--- src/rtl/pipe_stage_buffer_if.sv ---
// Handshake bundle for pipe_stage_buffer.
//   slave  : the buffer side (takes in_*, flush, out_ready; drives the rest)
//   master : the stage/driver side (mirror image of slave)
// Signals:
//   flush            whole-buffer discard (branch-mispredict redirect)
//   in_valid/ready   upstream handshake, in_data payload
//   out_valid/ready  downstream handshake, out_data head payload
//   count/full/empty occupancy status
interface pipe_stage_buffer_if #(
  parameter int WIDTH = 32,
  parameter int DEPTH = 2
);
  localparam int CNT_W = $clog2(DEPTH + 1);

  logic             flush;
  logic             in_valid;
  logic             in_ready;
  logic [WIDTH-1:0] in_data;
  logic             out_valid;
  logic             out_ready;
  logic [WIDTH-1:0] out_data;
  logic [CNT_W-1:0] count;
  logic             full;
  logic             empty;

  modport slave (
    input  flush, in_valid, in_data, out_ready,
    output in_ready, out_valid, out_data, count, full, empty
  );

  modport master (
    output flush, in_valid, in_data, out_ready,
    input  in_ready, out_valid, out_data, count, full, empty
  );
endinterface

--- src/rtl/pipe_stage_buffer.sv ---
// Elastic pipeline register between two stages: DEPTH-entry circular buffer
// carrying an opaque WIDTH-bit stage payload, with valid/ready on both sides
// and a whole-buffer flush.
// Ports:
//   clk  rising-edge clock
//   rst  synchronous active-high reset (pointers and occupancy only)
//   bus  pipe_stage_buffer_if.slave (handshakes, payloads, flush, status)
// in_ready depends only on buffer state (plus rst/flush), never on out_ready,
// so a downstream stall does not ripple combinationally upstream. The cost is
// that a full buffer cannot push and pop in the same cycle.
module pipe_stage_buffer #(
  parameter int WIDTH = 32,
  parameter int DEPTH = 2
) (
  input logic               clk,
  input logic               rst,
  pipe_stage_buffer_if.slave bus
);
  localparam int PTR_W = (DEPTH > 1) ? $clog2(DEPTH) : 1;
  localparam int CNT_W = $clog2(DEPTH + 1);
  localparam logic [PTR_W-1:0] LAST = PTR_W'(DEPTH - 1);
  localparam logic [CNT_W-1:0] CAP  = CNT_W'(DEPTH);

  logic [WIDTH-1:0] mem [DEPTH];
  logic [PTR_W-1:0] wr_ptr;
  logic [PTR_W-1:0] rd_ptr;
  logic [CNT_W-1:0] cnt;
  logic             push;
  logic             pop;

  // Explicit wrap so DEPTH need not be a power of two.
  function automatic logic [PTR_W-1:0] next_ptr(input logic [PTR_W-1:0] p);
    return (p == LAST) ? '0 : p + 1'b1;
  endfunction

  // rst and flush gate both handshakes, so no transfer can complete in a
  // cycle whose state is being thrown away.
  assign bus.in_ready  = !rst && !bus.flush && (cnt < CAP);
  assign bus.out_valid = !rst && !bus.flush && (cnt != '0);
  assign bus.out_data  = mem[rd_ptr];
  assign bus.count     = cnt;
  assign bus.full      = (cnt == CAP);
  assign bus.empty     = (cnt == '0);

  assign push = bus.in_valid  && bus.in_ready;
  assign pop  = bus.out_valid && bus.out_ready;

  always_ff @(posedge clk) begin
    if (rst || bus.flush) begin
      wr_ptr <= '0;
      rd_ptr <= '0;
      cnt    <= '0;
    end else begin
      if (push) wr_ptr <= next_ptr(wr_ptr);
      if (pop)  rd_ptr <= next_ptr(rd_ptr);
      case ({push, pop})
        2'b10:   cnt <= cnt + 1'b1;
        2'b01:   cnt <= cnt - 1'b1;
        default: cnt <= cnt;
      endcase
    end
  end

  // Payload storage is never reset; entries are only meaningful while counted.
  always_ff @(posedge clk) begin
    if (push) mem[wr_ptr] <= bus.in_data;
  end
endmodule
--- src/flat_wrapper.sv ---
// flat-port wrapper written by rule: the top's interface ports become plain ports
module pipe_stage_buffer_flat 
#(
  parameter int WIDTH = 32,
  parameter int DEPTH = 2
)
  (clk, rst, bus_flush, bus_in_valid, bus_in_data, bus_out_ready, bus_in_ready, bus_out_valid, bus_out_data, bus_count, bus_full, bus_empty);
  pipe_stage_buffer_if #(.WIDTH(WIDTH), .DEPTH(DEPTH)) bus_i ();
  input logic clk;
  input logic rst;
  input wire logic [$bits(bus_i.flush)-1:0] bus_flush;
  input wire logic [$bits(bus_i.in_valid)-1:0] bus_in_valid;
  input wire logic [$bits(bus_i.in_data)-1:0] bus_in_data;
  input wire logic [$bits(bus_i.out_ready)-1:0] bus_out_ready;
  output wire logic [$bits(bus_i.in_ready)-1:0] bus_in_ready;
  output wire logic [$bits(bus_i.out_valid)-1:0] bus_out_valid;
  output wire logic [$bits(bus_i.out_data)-1:0] bus_out_data;
  output wire logic [$bits(bus_i.count)-1:0] bus_count;
  output wire logic [$bits(bus_i.full)-1:0] bus_full;
  output wire logic [$bits(bus_i.empty)-1:0] bus_empty;
  assign bus_i.flush = bus_flush;
  assign bus_i.in_valid = bus_in_valid;
  assign bus_i.in_data = bus_in_data;
  assign bus_i.out_ready = bus_out_ready;
  assign bus_in_ready = bus_i.in_ready;
  assign bus_out_valid = bus_i.out_valid;
  assign bus_out_data = bus_i.out_data;
  assign bus_count = bus_i.count;
  assign bus_full = bus_i.full;
  assign bus_empty = bus_i.empty;
  pipe_stage_buffer #(.WIDTH(WIDTH), .DEPTH(DEPTH)) u_core (.clk(clk), .rst(rst), .bus(bus_i));
endmodule
--- config.mk ---
export PLATFORM = sky130hd
export DESIGN_NAME = pipe_stage_buffer_flat
export DESIGN_NICKNAME = d
export VERILOG_FILES = /design/src/rtl/pipe_stage_buffer_if.sv /design/src/rtl/pipe_stage_buffer.sv /design/src/flat_wrapper.sv
export SDC_FILE = /design/constraint.sdc
export NUM_CORES = 1
export LEC_CHECK = 0
export CORE_MARGIN = 2
export CORE_UTILIZATION = 46
export DETAILED_ROUTE_END_ITERATION = 10
export PLACE_DENSITY = 0.81
export SETUP_SLACK_MARGIN = 0.2
export SLEW_MARGIN = 15
export SYNTH_ARGS = -nofsm -noshare
export SYNTH_HDL_FRONTEND = slang
export SYNTH_SLANG_ARGS = --single-unit
--- constraint.sdc ---
create_clock -name clk -period 3.5 [get_ports clk]
set_input_delay 1.05 -clock clk [delete_from_list [all_inputs] [get_ports clk]]
set_output_delay 1.05 -clock clk [all_outputs]
set_load 0.1 [all_outputs]
==> results of run 1 <==
-- power breakdown --
| part | leakage, nW | total (mW) | switching (mW) | internal (mW) |
|---|---|---|---|---|
| logic | 0.677 | 0.222 | 0.128 | 0.0937 |
| clock network | 0.0888 | 0.588 | 0.267 | 0.321 |
| registers | 0.623 | 0.922 | 0.00445 | 0.917 |
-- cell usage in the layout (no fill, tap or decap), drive strengths merged, types with 2 or more instances in the layout --
| master | synthesis | final |
|---|---|---|
| xor2 | 2 | 2 |
| xnor2 | 2 | 2 |
| buf | 3 | 43 |
| clkinv | 0 | 4 |
| mux2 | 32 | 32 |
| o21ai | 2 | 2 |
| nor2 | 10 | 10 |
| clkdlybuf4s50 | 0 | 36 |
| dfxtp | 5 | 5 |
| edfxtp | 64 | 64 |
| clkbuf | 2 | 10 |
-- worst reg2reg max path, cell delays in order, from the launching register on --
cell and delay, ns:
sky130_fd_sc_hd__dfxtp_2 0.37, sky130_fd_sc_hd__o21ai_0 0.32, sky130_fd_sc_hd__nor2_1 0.08, sky130_fd_sc_hd__ha_1 0.34, sky130_fd_sc_hd__or3_1 0.37, sky130_fd_sc_hd__a21oi_1 0.14
-- path summary, 6_finish.rpt --
kind,end,from,slack (ns)
worst min register to register,register,u_core.rd_ptr$_SDFFE_PP0P_,0.54
worst max-delay path,bus_in_ready,rst,0.25
worst max register to register,u_core.bus.count[1]$_SDFFE_PP0P_,u_core.bus.count[1]$_SDFFE_PP0P_,1.82
worst min-delay path,register,u_core.rd_ptr$_SDFFE_PP0P_,0.54
-- state kept, by name, indices dropped and copies added (netlist names), named ones only --
register,cells
u_core.bus.count,2
u_core.mem,64
u_core.wr_ptr,1
u_core.rd_ptr,1
-- Yosys cell counts --
library cell	n	area share, %
sky130_fd_sc_hd__nor2b_1	1	0.25
sky130_fd_sc_hd__or2_2	1	0.25
sky130_fd_sc_hd__xnor2_1	2	0.69
sky130_fd_sc_hd__nor2_1	10	1.5
sky130_fd_sc_hd__a21oi_1	1	0.20
sky130_fd_sc_hd__ha_1	1	0.49
sky130_fd_sc_hd__buf_2	3	0.59
sky130_fd_sc_hd__mux2_1	2	0.89
sky130_fd_sc_hd__xor2_1	2	0.69
sky130_fd_sc_hd__or3_1	1	0.25
sky130_fd_sc_hd__nand2_1	1	0.15
sky130_fd_sc_hd__and2b_2	1	0.34
sky130_fd_sc_hd__mux2_2	30	13
sky130_fd_sc_hd__dfxtp_1	5	3.9
sky130_fd_sc_hd__and3_1	1	0.25
sky130_fd_sc_hd__clkbuf_1	2	0.30
sky130_fd_sc_hd__edfxtp_1	64	76
sky130_fd_sc_hd__o21ai_0	2	0.39
-- logic make-up after synthesis --
logic type               share of synthesized area (%)
flip-flops                                       79.53
multiplexers                                     14.17
AND/OR/NAND/NOR                                  2.953
buffers and inverters                           0.8858
XOR/XNOR                                         1.378
AO/OA/AOI/OAI                                   0.5904
adder cells (fa/ha/maj)                         0.4920
-- metal layers --
layer | up-vias | part of all wire, % | track usage (%)
li1 | 667 | - | -
met1 | 691 | 37 | 17.79
met2 | 58 | 57 | 29.57
met3 | 4 | 5.6 | 4.253
met4 | 0 | 0.80 | 8.421
met5 | - | 0 | 0
-- metrics by stage --
step | worst slack, ns | utilization, % | std cells | area [um^2] | hold WS (ns)
finish | 0.2474 | 72.71 | 292 | 3930 | 0.5382
global route | 0.2081 | 72.71 | 292 | 3930 | 0.5629
CTS | 0.2437 | 72.71 | 292 | 3930 | 0.5377
detailed placement | 0.2458 | 69.35 | 276 | 3749 | 0.5209
global placement | 0.2723 | 69.35 | 276 | 3749 | 0.4927
floorplan | 0.1372 | - | 130 | 2552 | 0.4725
-- final cells by class --
type | count | area [um^2]
Tap cell | 72 | 90.09
Multi-Input combinational cell | 56 | 513.0
Clock inverter | 6 | 53.80
Fill cell | 352 | 1475
Timing Repair Buffer | 79 | 1121
Sequential cell | 69 | 2024
Clock buffer | 10 | 127.6
==> impl_metrics.py, run 1 <==
metrics = {
    "detailed_routing": {
        "routed_wire_length_per_instance_um": 16.25,
        "vias": 1420,
        "post-route-drc-count": 0,
        "routed_via_density": 4.863,
        "post_route_wl_um": 4745,
        "drtPass1Iterations": 4,
        "number_of_design_rule_violations_left_by_the_first_detailed_router_iteration": 53,
        "antenna_violating_nets_post_route": 0,
    },
    "die": {
        "coreArea_um2": 5405,
        "start_util_pct": 47.04,
        "die_width_um": 78.35,
        "io_pins": 75,
        "fp-row-count": 27,
        "dieArea_um2": 6138,
        "floorplan.die.height_um": 78.35,
    },
    "pwr": {
        "ir_drop_mv": 0.3259,
        "leakage_nw": 1.389,
        "totalPowerFinal_mw": 1.731,
        "power_density_nw_per_um2": 440.5,
    },
    "worst_setup_path": {
        "crit_arrival_ns": 2.20,
        "path_buf_inv": 2,
        "crit_chain": "clkdlybuf4s50_1 -> or2_2 -> nor2_2 -> buf_12",
        "endpoint_kind": "output port",
        "timing.critical_path.from_type": "input pin",
        "worstPathMaxFanout": 8,
        "critPathTopFamily": "buffers and inverters",
        "critical_path_class": "in -> out",
        "timing.critical_path.depth": 4,
        "r2r.worst_path.cells": 5,
        "crit_path_max_incr_delay_ns": 0.41,
        "critical_path.slowest_cell": "sky130_fd_sc_hd__clkdlybuf4s50_1",
        "worst_ep_required_time_ns": 2.45,
    },
    "global_route": {
        "first_global_vias": 1512,
        "largest_net_degree_at_the_start_of_global_routing": 25,
        "wire_length_of_the_first_global_routing_pass_um": 7396,
        "grt_antenna_before_repair": 0,
        "global_route_overflow": 0,
        "track_usage_pct": 16.43,
    },
    "clock_tree": {
        "h_tree_depth": 3,
        "cts.repair.resized": 0,
        "cts_tree": "built",
        "cts_setup_buffers": 0,
        "cts_hold_buf": 0,
        "clockRootBuffer": "sky130_fd_sc_hd__clkbuf_8",
        "clockBufferDepth": 2,
        "cts.clk_slew.worst_paths_ns": 0.07,
        "clkLatencyLatePin_ns": 0.32,
        "number_of_clock_sinks_seen_by_cts": 69,
        "cts_made_buffers": 9,
    },
    "final_layout": {
        "final_layout_size_suffix_gt1_share_pct": 42.27,
        "syn_to_final_growth_pct": 54.58,
        "antenna-diode-count": 0,
        "fin_nets": 253,
    },
    "place": {
        "gp_routability_congestion": 0.7071,
        "dp_hpwl_um": 3358,
        "portBuffers": 74,
    },
    "synthesis": {
        "syn_area_um2": 2542,
        "synthesis.nets": 168,
        "synth_seq_area_share_pct": 79.53,
        "syn-mean-instance-area_um2": 19.56,
        "syn-instance-count": 130,
        "ys_ff_latch": 69,
        "synth_cell_type_count": 18,
        "ys_warn_count": 0,
    },
    "status": {
        "status": "finished, final reports clean",
    },
    "timing": {
        "relSlewSlack_pct": 77.67,
        "layout_min_cycle_time_ns": 3.253,
        "setup_total_negative_slack_ns": 0,
        "hold_violations": 0,
        "fin_skew_ns": 0.005700,
        "count_of_final_max_slew_check_failures": 0,
        "rsz_0062_raised_after_global_routing": "false",
        "max_freq_mhz": 307.4,
        "fin_crit_sh_pct": 92.93,
        "max_slew.worst_pin.slew_ns": 0.3315,
        "count_of_endpoints_failing_setup_in_the_final_report": 0,
    },
    "flow_run": {
        "maxCapViolCount": 0,
    },
    "min_path": {
        "hold_path.class": "reg -> reg",
        "hold_path_stages": 2,
    },
}
Power figures use the tool's default switching activity.
==> run 2: changes to the inputs <==
--- a/config.mk
+++ b/config.mk
@@ -8,7 +8,7 @@
 export CORE_MARGIN = 2
 export CORE_UTILIZATION = 46
 export DETAILED_ROUTE_END_ITERATION = 10
-export PLACE_DENSITY = 0.81
+export PLACE_DENSITY = 0.82
 export SETUP_SLACK_MARGIN = 0.2
 export SLEW_MARGIN = 15
 export SYNTH_ARGS = -nofsm -noshare
==> run 2 against run 1 <==
Via count down 2.3%. Final cell count down 0.68%. Sequential share of layout area increased by 0.33 points. Die area unchanged. Combinational power hardly changed. Cell area shrank 0.64%. Total power down 3.2%. Clock power shrank 9.4%. Hold slack got worse by 0.0073 ns. Register-to-register slack worse by 0.02 ns. Critical path type unchanged. Highest routed layer unchanged.
==> impl_metrics.py, run 2 (same netlist as run 1, synthesis figures left out) <==
metrics = {
    "status": {
        "status": "finished, final reports clean",
    },
    "die": {
        "start_util_pct": 47.04,
        "die_width_um": 78.35,
        "dieArea_um2": 6138,
        "coreArea_um2": 5405,
        "io_pins": 75,
        "fp-row-count": 27,
        "floorplan.die.height_um": 78.35,
    },
    "global_route": {
        "track_usage_pct": 16.81,
        "wire_length_of_the_first_global_routing_pass_um": 7458,
        "largest_net_degree_at_the_start_of_global_routing": 33,
        "first_global_vias": 1424,
        "grt_antenna_before_repair": 0,
        "global_route_overflow": 0,
    },
    "clock_tree": {
        "number_of_clock_sinks_seen_by_cts": 69,
        "cts.repair.resized": 0,
        "clockRootBuffer": "sky130_fd_sc_hd__clkbuf_8",
        "cts_hold_buf": 0,
        "cts_setup_buffers": 0,
        "cts_tree": "built",
        "clockBufferDepth": 2,
        "cts.clk_slew.worst_paths_ns": 0.07,
        "clkLatencyLatePin_ns": 0.34,
        "cts_made_buffers": 9,
        "h_tree_depth": 3,
    },
    "timing": {
        "final.hold.worst_slack_ns": 0.5309,
        "relSlewSlack_pct": 65.90,
        "fin_skew_ns": 0.005411,
        "setup_total_negative_slack_ns": 0,
        "hold_violations": 0,
        "rsz_0062_raised_after_global_routing": "false",
        "max_slew.worst_pin.slew_ns": 0.5103,
        "layout_min_cycle_time_ns": 3.233,
        "count_of_endpoints_failing_setup_in_the_final_report": 0,
        "max_freq_mhz": 309.3,
        "count_of_final_max_slew_check_failures": 0,
        "fin_crit_sh_pct": 92.37,
    },
    "pwr": {
        "ir_drop_mv": 0.2333,
        "net-switching-power_mw": 0.4138,
        "clk_network_pwr_share_pct": 31.8,
        "pwr-share-comb_pct": 13.2,
        "leakage_nw": 1.375,
        "sequentialPowerShare_pct": 55.0,
        "intPower_mw": 1.263,
        "net_switching_share_of_the_total_power_pct": 24.68,
        "power_density_nw_per_um2": 429.3,
    },
    "final_layout": {
        "final_common_cell": "sky130_fd_sc_hd__edfxtp_1",
        "final_layout_size_suffix_gt1_share_pct": 42.66,
        "antenna-diode-count": 0,
        "fin_nets": 251,
        "largest_reg_flops": 64,
        "syn_to_final_growth_pct": 53.59,
        "max_flop_register": "u_core.mem",
        "mostFrequentLayoutCells": "64 x sky130_fd_sc_hd__edfxtp_1, 36 x sky130_fd_sc_hd__clkdlybuf4s50_1, 36 x sky130_fd_sc_hd__buf_12",
    },
    "place": {
        "portBuffers": 74,
        "gp_routability_congestion": 0.6460,
        "dp_hpwl_um": 3236,
    },
    "detailed_routing": {
        "vias": 1387,
        "routed_wire_length_per_instance_um": 16.58,
        "post-route-drc-count": 0,
        "antenna_violating_nets_post_route": 0,
        "drtPass1Iterations": 4,
        "post_route_wl_um": 4807,
        "routed_via_density": 4.783,
        "number_of_design_rule_violations_left_by_the_first_detailed_router_iteration": 120,
    },
    "worst_setup_path": {
        "crit_chain": "clkdlybuf4s50_1 -> or2_2 -> nor2_2 -> buf_12",
        "critical_path.slowest_cell": "sky130_fd_sc_hd__clkdlybuf4s50_1",
        "worst_ep_required_time_ns": 2.45,
        "path_buf_inv": 2,
        "endpoint_kind": "output port",
        "worstPathMaxFanout": 8,
        "timing.critical_path.from_type": "input pin",
        "critical_path_class": "in -> out",
        "crit_path_max_incr_delay_ns": 0.43,
        "crit_arrival_ns": 2.18,
        "critPathTopFamily": "buffers and inverters",
    },
    "flow_run": {
        "maxCapViolCount": 0,
    },
    "min_path": {
        "hold_path.class": "reg -> reg",
    },
}
-- run 2: changes by cell type in the layout (fill, tap and decap cells not counted), sizes merged --
| cell | delta |
|---|---|
| bufinv | -1 |
| buf | -2 |
| clkbuf | +1 |
-- run 2: worst paths after layout --
| path | start | endpoint | slack (ns) | cells past startpoint |
|---|---|---|---|---|
| worst min-delay path | u_core.rd_ptr$_SDFFE_PP0P_ | u_core.rd_ptr$_SDFFE_PP0P_ | 0.53 | 2 |
| worst max register to register | u_core.bus.count[1]$_SDFFE_PP0P_ | u_core.mem[0][24]$_DFFE_PP_ | 1.80 | 4 |
| worst max-delay path | bus_flush | bus_in_ready | 0.27 | 4 |
| worst min register to register | u_core.rd_ptr$_SDFFE_PP0P_ | u_core.rd_ptr$_SDFFE_PP0P_ | 0.53 | 2 |
-- run 2: cell type report --
| class | instances | area (um^2) |
|---|---|---|
| Sequential cell | 69 | 2024 |
| Fill cell | 348 | 1500 |
| Timing Repair Buffer | 77 | 1119 |
| Multi-Input combinational cell | 56 | 513.0 |
| Clock buffer | 11 | 131.4 |
| Tap cell | 72 | 90.09 |
| Clock inverter | 5 | 27.53 |
-- run 2: power by group through the flow --
stage	sequential (mW)	combinational, mW	clock (mW)
global route	0.923	0.229	0.580
detailed placement	0.940	0.222	0
CTS	0.922	0.223	0.542
finish	0.922	0.222	0.533
floorplan	0.941	0.113	0
global placement	0.939	0.219	0
-- run 2: routing by layer --
metal	wire, um	global-route usage, %
met3	249	5.057
met5	0	0
met1	2035	21.52
met2	2425	25.43
met4	96	10.00
-- run 2: per-stage QoR --
stage,setup WS [ns],cells,cell area [um^2],total power [mW],util (%)
6_report,0.2669,290,3905,1.677,72.25
3_3_place_gp,0.2729,274,3746,1.158,69.31
2_1_floorplan,0.1372,130,2552,1.055,-
5_1_grt,0.2100,290,3905,1.732,72.25
4_1_cts,0.2645,290,3905,1.687,72.25
3_5_place_dp,0.2641,274,3746,1.163,69.31
-- run 2: tightest hold or removal path, cell delays in order (launching register included) --
cell and delay, ns:
sky130_fd_sc_hd__dfxtp_1 0.34, sky130_fd_sc_hd__xor2_1 0.09, sky130_fd_sc_hd__nor2_1 0.07
